===== src/rtl/register_file_param.sv =====
// Parameterised register file with one write port, three combinational read
// ports (A, B, D), optional hard-wired zero register, optional same-cycle
// write-to-read forwarding, and a per-register busy scoreboard.
module register_file_param #(
  parameter int DATA_W   = 32,
  parameter int ADDR_W   = 5,
  parameter int ZERO_REG = 1,
  parameter int BYPASS   = 1
) (
  input  logic              clock,
  input  logic              reset_n,
  input  logic              enable,
  input  logic [ADDR_W-1:0] RW,
  input  logic [DATA_W-1:0] PW,
  input  logic [ADDR_W-1:0] RA,
  input  logic [ADDR_W-1:0] RB,
  input  logic [ADDR_W-1:0] RD,
  output logic [DATA_W-1:0] PA,
  output logic [DATA_W-1:0] PB,
  output logic [DATA_W-1:0] PD,
  input  logic              busy_set,
  input  logic [ADDR_W-1:0] busy_addr,
  output logic              RDYA,
  output logic              RDYB,
  output logic              RDYD
);

  localparam int DEPTH = 2 ** ADDR_W;

  logic [DATA_W-1:0] regs_q [DEPTH];
  logic [DEPTH-1:0]  busy_q;
  logic [DEPTH-1:0]  busy_d;

  logic              wr_ok;
  logic              set_ok;

  logic [ADDR_W-1:0] raddr [3];
  logic [DATA_W-1:0] rdata [3];
  logic              rdy   [3];

  // Register 0 swallows writes and busy marks when it is hard-wired to zero.
  assign wr_ok  = enable   && !((ZERO_REG != 0) && (RW == '0));
  assign set_ok = busy_set && !((ZERO_REG != 0) && (busy_addr == '0));

  // Scoreboard next state: a write retires the producer, a new busy mark on
  // the same edge is applied afterwards so the newer producer wins.
  always_comb begin
    busy_d = busy_q;
    if (wr_ok)  busy_d[RW]        = 1'b0;
    if (set_ok) busy_d[busy_addr] = 1'b1;
  end

  // Storage and scoreboard; reset clears everything without a clock edge.
  always_ff @(posedge clock or negedge reset_n) begin
    if (!reset_n) begin
      for (int k = 0; k < DEPTH; k++) regs_q[k] <= '0;
      busy_q <= '0;
    end else begin
      if (wr_ok) regs_q[RW] <= PW;
      busy_q <= busy_d;
    end
  end

  assign raddr[0] = RA;
  assign raddr[1] = RB;
  assign raddr[2] = RD;

  // Read ports: zero register first, then forwarding of the in-flight write,
  // then stored contents (forced to 0/ready while reset is held).
  always_comb begin
    for (int p = 0; p < 3; p++) begin
      rdata[p] = '0;
      rdy[p]   = 1'b1;
      if ((ZERO_REG != 0) && (raddr[p] == '0)) begin
        rdata[p] = '0;
        rdy[p]   = 1'b1;
      end else if ((BYPASS != 0) && enable && (raddr[p] == RW)) begin
        rdata[p] = PW;
        rdy[p]   = 1'b1;
      end else if (!reset_n) begin
        rdata[p] = '0;
        rdy[p]   = 1'b1;
      end else begin
        rdata[p] = regs_q[raddr[p]];
        rdy[p]   = ~busy_q[raddr[p]];
      end
    end
  end

  assign PA   = rdata[0];
  assign PB   = rdata[1];
  assign PD   = rdata[2];
  assign RDYA = rdy[0];
  assign RDYB = rdy[1];
  assign RDYD = rdy[2];

endmodule


===== config.mk =====
export PLATFORM = sky130hd
export DESIGN_NAME = register_file_param
export DESIGN_NICKNAME = d
export VERILOG_FILES = /design/src/rtl/register_file_param.sv
export SDC_FILE = /design/constraint.sdc
export NUM_CORES = 2
export LEC_CHECK = 0
export BUFFER_PORTS_ARGS = -buffer_cell sky130_fd_sc_hd__buf_2
export CAP_MARGIN = 20
export CORE_UTILIZATION = 40
export CTS_BUF_LIST = sky130_fd_sc_hd__clkbuf_8
export DETAILED_ROUTE_END_ITERATION = 12
export MAX_ROUTING_LAYER = met4
export PLACE_DENSITY_LB_ADDON = 0.15
export SYNTH_ARGS = -nofsm -noshare
export SYNTH_HDL_FRONTEND = slang
export SYNTH_SLANG_ARGS = --single-unit

===== constraint.sdc =====
create_clock -name clock -period 2.6 [get_ports clock]
set_input_delay 0.52 -clock clock [delete_from_list [all_inputs] [get_ports clock]]
set_output_delay 0.52 -clock clock [all_outputs]
set_load 0.005 [all_outputs]

==> metrics.txt <==
# TYPE chip_impl_metric gauge
chip_impl_info{name="status",value="finished, violations left"} 1
chip_impl_info{name="failing_checks",value="setup timing"} 1
chip_impl_metric{name="skew",unit="ns"} 0
chip_impl_metric{name="buffer_ports.inserted",unit=""} 159
chip_impl_metric{name="slew_headroom",unit="%"} 29.5
chip_impl_metric{name="worst-path-max-fanout",unit=""} 4
chip_impl_metric{name="first_global_vias",unit=""} 49500
chip_impl_metric{name="synth_simple_gate_area_share",unit="%"} 1.85
chip_impl_info{name="worstHoldPathType",value="input port to flip-flop"} 1
chip_impl_metric{name="placed_cells",unit=""} 7125
chip_impl_metric{name="grt_first_pass_wirelength",unit="um"} 382000
chip_impl_metric{name="postSynthNetCount",unit=""} 4736
chip_impl_metric{name="cts-htree-levels",unit=""} 4
chip_impl_metric{name="post_route_core_utilization",unit="%"} 50.1
chip_impl_metric{name="p_leak",unit="nW"} 35.8
chip_impl_metric{name="remaining_drc_errors",unit=""} 0
chip_impl_metric{name="drt_iter0_markers",unit=""} 5630
chip_impl_metric{name="timing.final.setup_violations",unit=""} 99
chip_impl_metric{name="gp_congestion",unit=""} 0.927
chip_impl_metric{name="final_min_period_over_clock_period",unit="%"} 131
chip_impl_info{name="cp-start-kind",value="flip-flop"} 1
chip_impl_metric{name="num_vias",unit=""} 49700
chip_impl_metric{name="synthXorXnorAreaFrac",unit="%"} 0.201
chip_impl_metric{name="report.final.slew_viol_count",unit=""} 0
chip_impl_metric{name="floorplan.die.width",unit="um"} 406
chip_impl_info{name="worst_path_max_delay_cell",value="mux4_2"} 1
chip_impl_metric{name="design.die.area",unit="mm^2"} 0.165
chip_impl_metric{name="std_cell_rows",unit=""} 147
chip_impl_metric{name="half_perimeter_wire_length_of_the_detailed_placement_result",unit="um"} 182000
chip_impl_info{name="crit_end_element",value="primary output"} 1
chip_impl_metric{name="synthAdderAreaFrac",unit="%"} 0
chip_impl_metric{name="post_synth.cell_area_avg",unit="um^2"} 14.0
chip_impl_info{name="netlist.top_cell.by_area",value="dfrtp_1"} 1
chip_impl_metric{name="cellPowerDensity",unit="mW/mm^2"} 672
chip_impl_metric{name="yosysUniqueCellTypes",unit=""} 42
chip_impl_info{name="cts_tree",value="done"} 1
chip_impl_metric{name="path_clk_slew",unit="ns"} 0.06
chip_impl_metric{name="clock_tree_buffer_depth",unit=""} 3
chip_impl_metric{name="detail_route.wl_per_cell",unit="um"} 35.7
chip_impl_metric{name="grt_max_degree",unit=""} 163
chip_impl_metric{name="postSynthRegisterBits",unit=""} 1056
chip_impl_info{name="timing.rr.start",value="busy_q[30]$_DFF_PN0_"} 1
chip_impl_info{name="worst_path_most_repeated_cell",value="mux4_2"} 1
chip_impl_info{name="netlist_top_cells_count",value="dfrtp_1, mux2_2, mux4_2"} 1
chip_impl_metric{name="clock_sink_count",unit=""} 1056
chip_impl_info{name="yosys-top-cells-area",value="dfrtp_1, mux4_2, mux2_2"} 1
chip_impl_metric{name="die_height",unit="um"} 406
chip_impl_metric{name="synth-compound-area-share",unit="%"} 7.01
chip_impl_metric{name="synth_async_sr_flop_share",unit="%"} 100
chip_impl_metric{name="totalWireLength",unit="um"} 270000
chip_impl_metric{name="io-pin-count",unit=""} 160
chip_impl_metric{name="worst_path_required",unit="ns"} 2.08
chip_impl_metric{name="area_delta_synth_final",unit="%"} 23.8
chip_impl_metric{name="synthesis.yosys.warnings",unit=""} 0
chip_impl_metric{name="gr-total-overflow",unit=""} 0
chip_impl_metric{name="core_region_area",unit="mm^2"} 0.161
chip_impl_metric{name="filler_cell_count",unit=""} 14000
chip_impl_metric{name="syn-instance-count",unit=""} 4675
chip_impl_metric{name="viasPerCell",unit=""} 6.56
chip_impl_metric{name="area_share_of_the_largest_cell_type_after_synthesis",unit="%"} 40.5
chip_impl_metric{name="tightestPinTransition",unit="ns"} 1.06
chip_impl_metric{name="antenna_violating_nets_post_route",unit=""} 0
chip_impl_info{name="critical_path_class",value="flip-flop to primary output"} 1
chip_impl_metric{name="drt_pass1_iterations",unit=""} 6
chip_impl_metric{name="arrival",unit="ns"} 2.89
chip_impl_metric{name="maxCapViolations",unit=""} 0
chip_impl_metric{name="grt_use_total",unit="%"} 33.7
chip_impl_metric{name="fin_nets",unit=""} 5311
chip_impl_metric{name="cpPeakStageDelay",unit="ns"} 0.49
chip_impl_metric{name="hold_viol",unit=""} 0
chip_impl_info{name="rsz0062_at_grt",value="yes"} 1
chip_impl_metric{name="rrSetupSlack",unit="ns"} 1.33
chip_impl_info{name="setup.worst_path.start",value="regs_q[30]$_DFFE_PN0P_"} 1
chip_impl_metric{name="drive_above_1_share",unit="%"} 57.4
chip_impl_metric{name="power_consumption",unit="mW"} 54.3
chip_impl_metric{name="finalCriticalPeriod",unit="ns"} 3.41
chip_impl_metric{name="ir_worst_vdd",unit="mV"} 0.365
chip_impl_metric{name="ys_seq_area_share",unit="%"} 40.5
chip_impl_info{name="cts-root-buf",value="clkbuf_8"} 1
chip_impl_metric{name="postLayoutSetupSlackWorst",unit="ns"} -0.812
chip_impl_metric{name="cts_buffers",unit=""} 191
chip_impl_metric{name="post_synth_edffs",unit=""} 0
chip_impl_metric{name="mux_contribution_to_synthesized_area",unit="%"} 46.6
chip_impl_metric{name="synth.cell_area",unit="mm^2"} 0.0652
chip_impl_info{name="yosys_most_used_dff",value="dfrtp_1"} 1
chip_impl_metric{name="number_of_antenna_violations_at_the_first_check_in_global_routing",unit=""} 12
chip_impl_metric{name="fmax",unit="GHz"} 0.293
chip_impl_info{name="synth_top_family_by_area",value="multiplexers"} 1
chip_impl_info{name="critical_path.cell_chain",value="mux4_2 > mux4_2 > a21oi_2 > buf_4 > o21ai_1 > buf_2"} 1
chip_impl_info{name="min-delay-start",value="PW[0]"} 1
chip_impl_metric{name="initial_util",unit="%"} 40.4
chip_impl_metric{name="layoutNonFillerInstCount",unit=""} 7571
chip_impl_metric{name="clock_insertion_delay_worst_skew",unit="ns"} 0.94
chip_impl_info{name="yosys.cell_count.top_type",value="dfrtp_1"} 1
[cells in the final DEF (no fill, tap or decap), types with 9 or more instances in the layout]
| cell type | count |
|---|---|
| a22o_1 | 15 |
| nand2_4 | 17 |
| buf_4 | 495 |
| inv_1 | 67 |
| a211oi_1 | 24 |
| mux2i_2 | 28 |
| dfrtp_1 | 1056 |
| nand3_1 | 9 |
| mux4_2 | 615 |
| a22oi_2 | 32 |
| buf_2 | 119 |
| nor2_1 | 61 |
| a22oi_1 | 214 |
| nand2_1 | 76 |
| clkinv_2 | 29 |
| clkbuf_8 | 249 |
| nor2_4 | 14 |
| a32o_2 | 86 |
| o22ai_2 | 20 |
| a21oi_2 | 15 |
| mux2i_1 | 494 |
| dlygate4sd3_1 | 24 |
| a21oi_1 | 50 |
| buf_6 | 47 |
| o22ai_1 | 113 |
| o21ai_0 | 30 |
| buf_12 | 239 |
| mux2_2 | 992 |
| mux2i_4 | 10 |
| nand2_2 | 9 |
[through the flow]
stage / TNS (ns) / hold slack (ns) / worst slack [ns] / cell area, um^2
after CTS: -58.58 / 0.00754 / -0.895 / 80100
after global placement: -78.88 / 0.401 / -0.703 / 74900
final: -51.58 / 0.0935 / -0.812 / 80800
after detailed placement: -76.99 / 0.403 / -0.695 / 74900
after global routing: -61.54 / 0.0678 / -0.915 / 80800
after floorplan: -2.23 / 0.224 / -0.0386 / 65300
[report_power, final]
| group | switching [mW] | internal, mW | leakage, nW | total, mW |
|---|---|---|---|---|
| Sequential | 3.23 | 19.6 | 13.5 | 22.8 |
| Combinational | 6.11 | 8.73 | 20.0 | 14.8 |
| Clock | 7.67 | 8.95 | 2.27 | 16.6 |
[state kept, by name, indices dropped and copies added, names as in the netlist]
signal  count
busy_q     32
regs_q   1024
[repair_timing]
action / in CTS / in global routing
endpoints found under the setup margin: 99 / 99
endpoints found under the hold margin: 317 / 0
gates cloned: 0 / 2
pin swaps: 152 / 82
gates resized for setup: 212 / 86
hold buffers: 25 / 0
setup buffers: 56 / 24
[kinds of logic after synthesis]
family	after synthesis
mux	2143
flops	1056
compound gates	630
buf+inv	566
simple gates	265
xor+xnor	15
[per-layer routing]
metal  track usage [%]  wire length, um  vias to the layer above
met4              11.9            10600                        0
met5                 -                0                        -
met1              46.6           114000                    26600
met3              8.76            26500                      565
li1                  -                -                    19700
met2              47.8           118000                     2736
[critical path, delay by kind of cell (launching register included)]
kind / cells / cell delay, ns
AOI/OAI and AO/OA: 2 / 0.27
muxes: 2 / 0.97
buffers and inverters: 2 / 0.31
DFF: 1 / 0.40
[final timing paths]
path | end | depth (start not counted)
min in group asynchronous | regs_q[309]$_DFFE_PN0P_ | 4
min reg2reg | busy_q[0]$_DFF_PN0_ | 0
min | regs_q[384]$_DFFE_PN0P_ | 2
max | PA[30] | 6
max reg2reg | busy_q[30]$_DFF_PN0_ | 3
max in group asynchronous | regs_q[18]$_DFFE_PN0P_ | 5
[cell type report]
type                    count  area (um^2)  share of cell area (%)
clock buffers             249         3430                    4.24
inverters                  14         52.6                  0.0651
well taps                2160         2700                    3.35
clock inverters            97          566                   0.700
repair buffers            934        10100                    12.5
diodes                      8         20.0                  0.0248
multi-input cells        3053        37500                    46.4
flip-flops and latches   1056        26400                    32.7
Power figures use the tool's default switching activity.
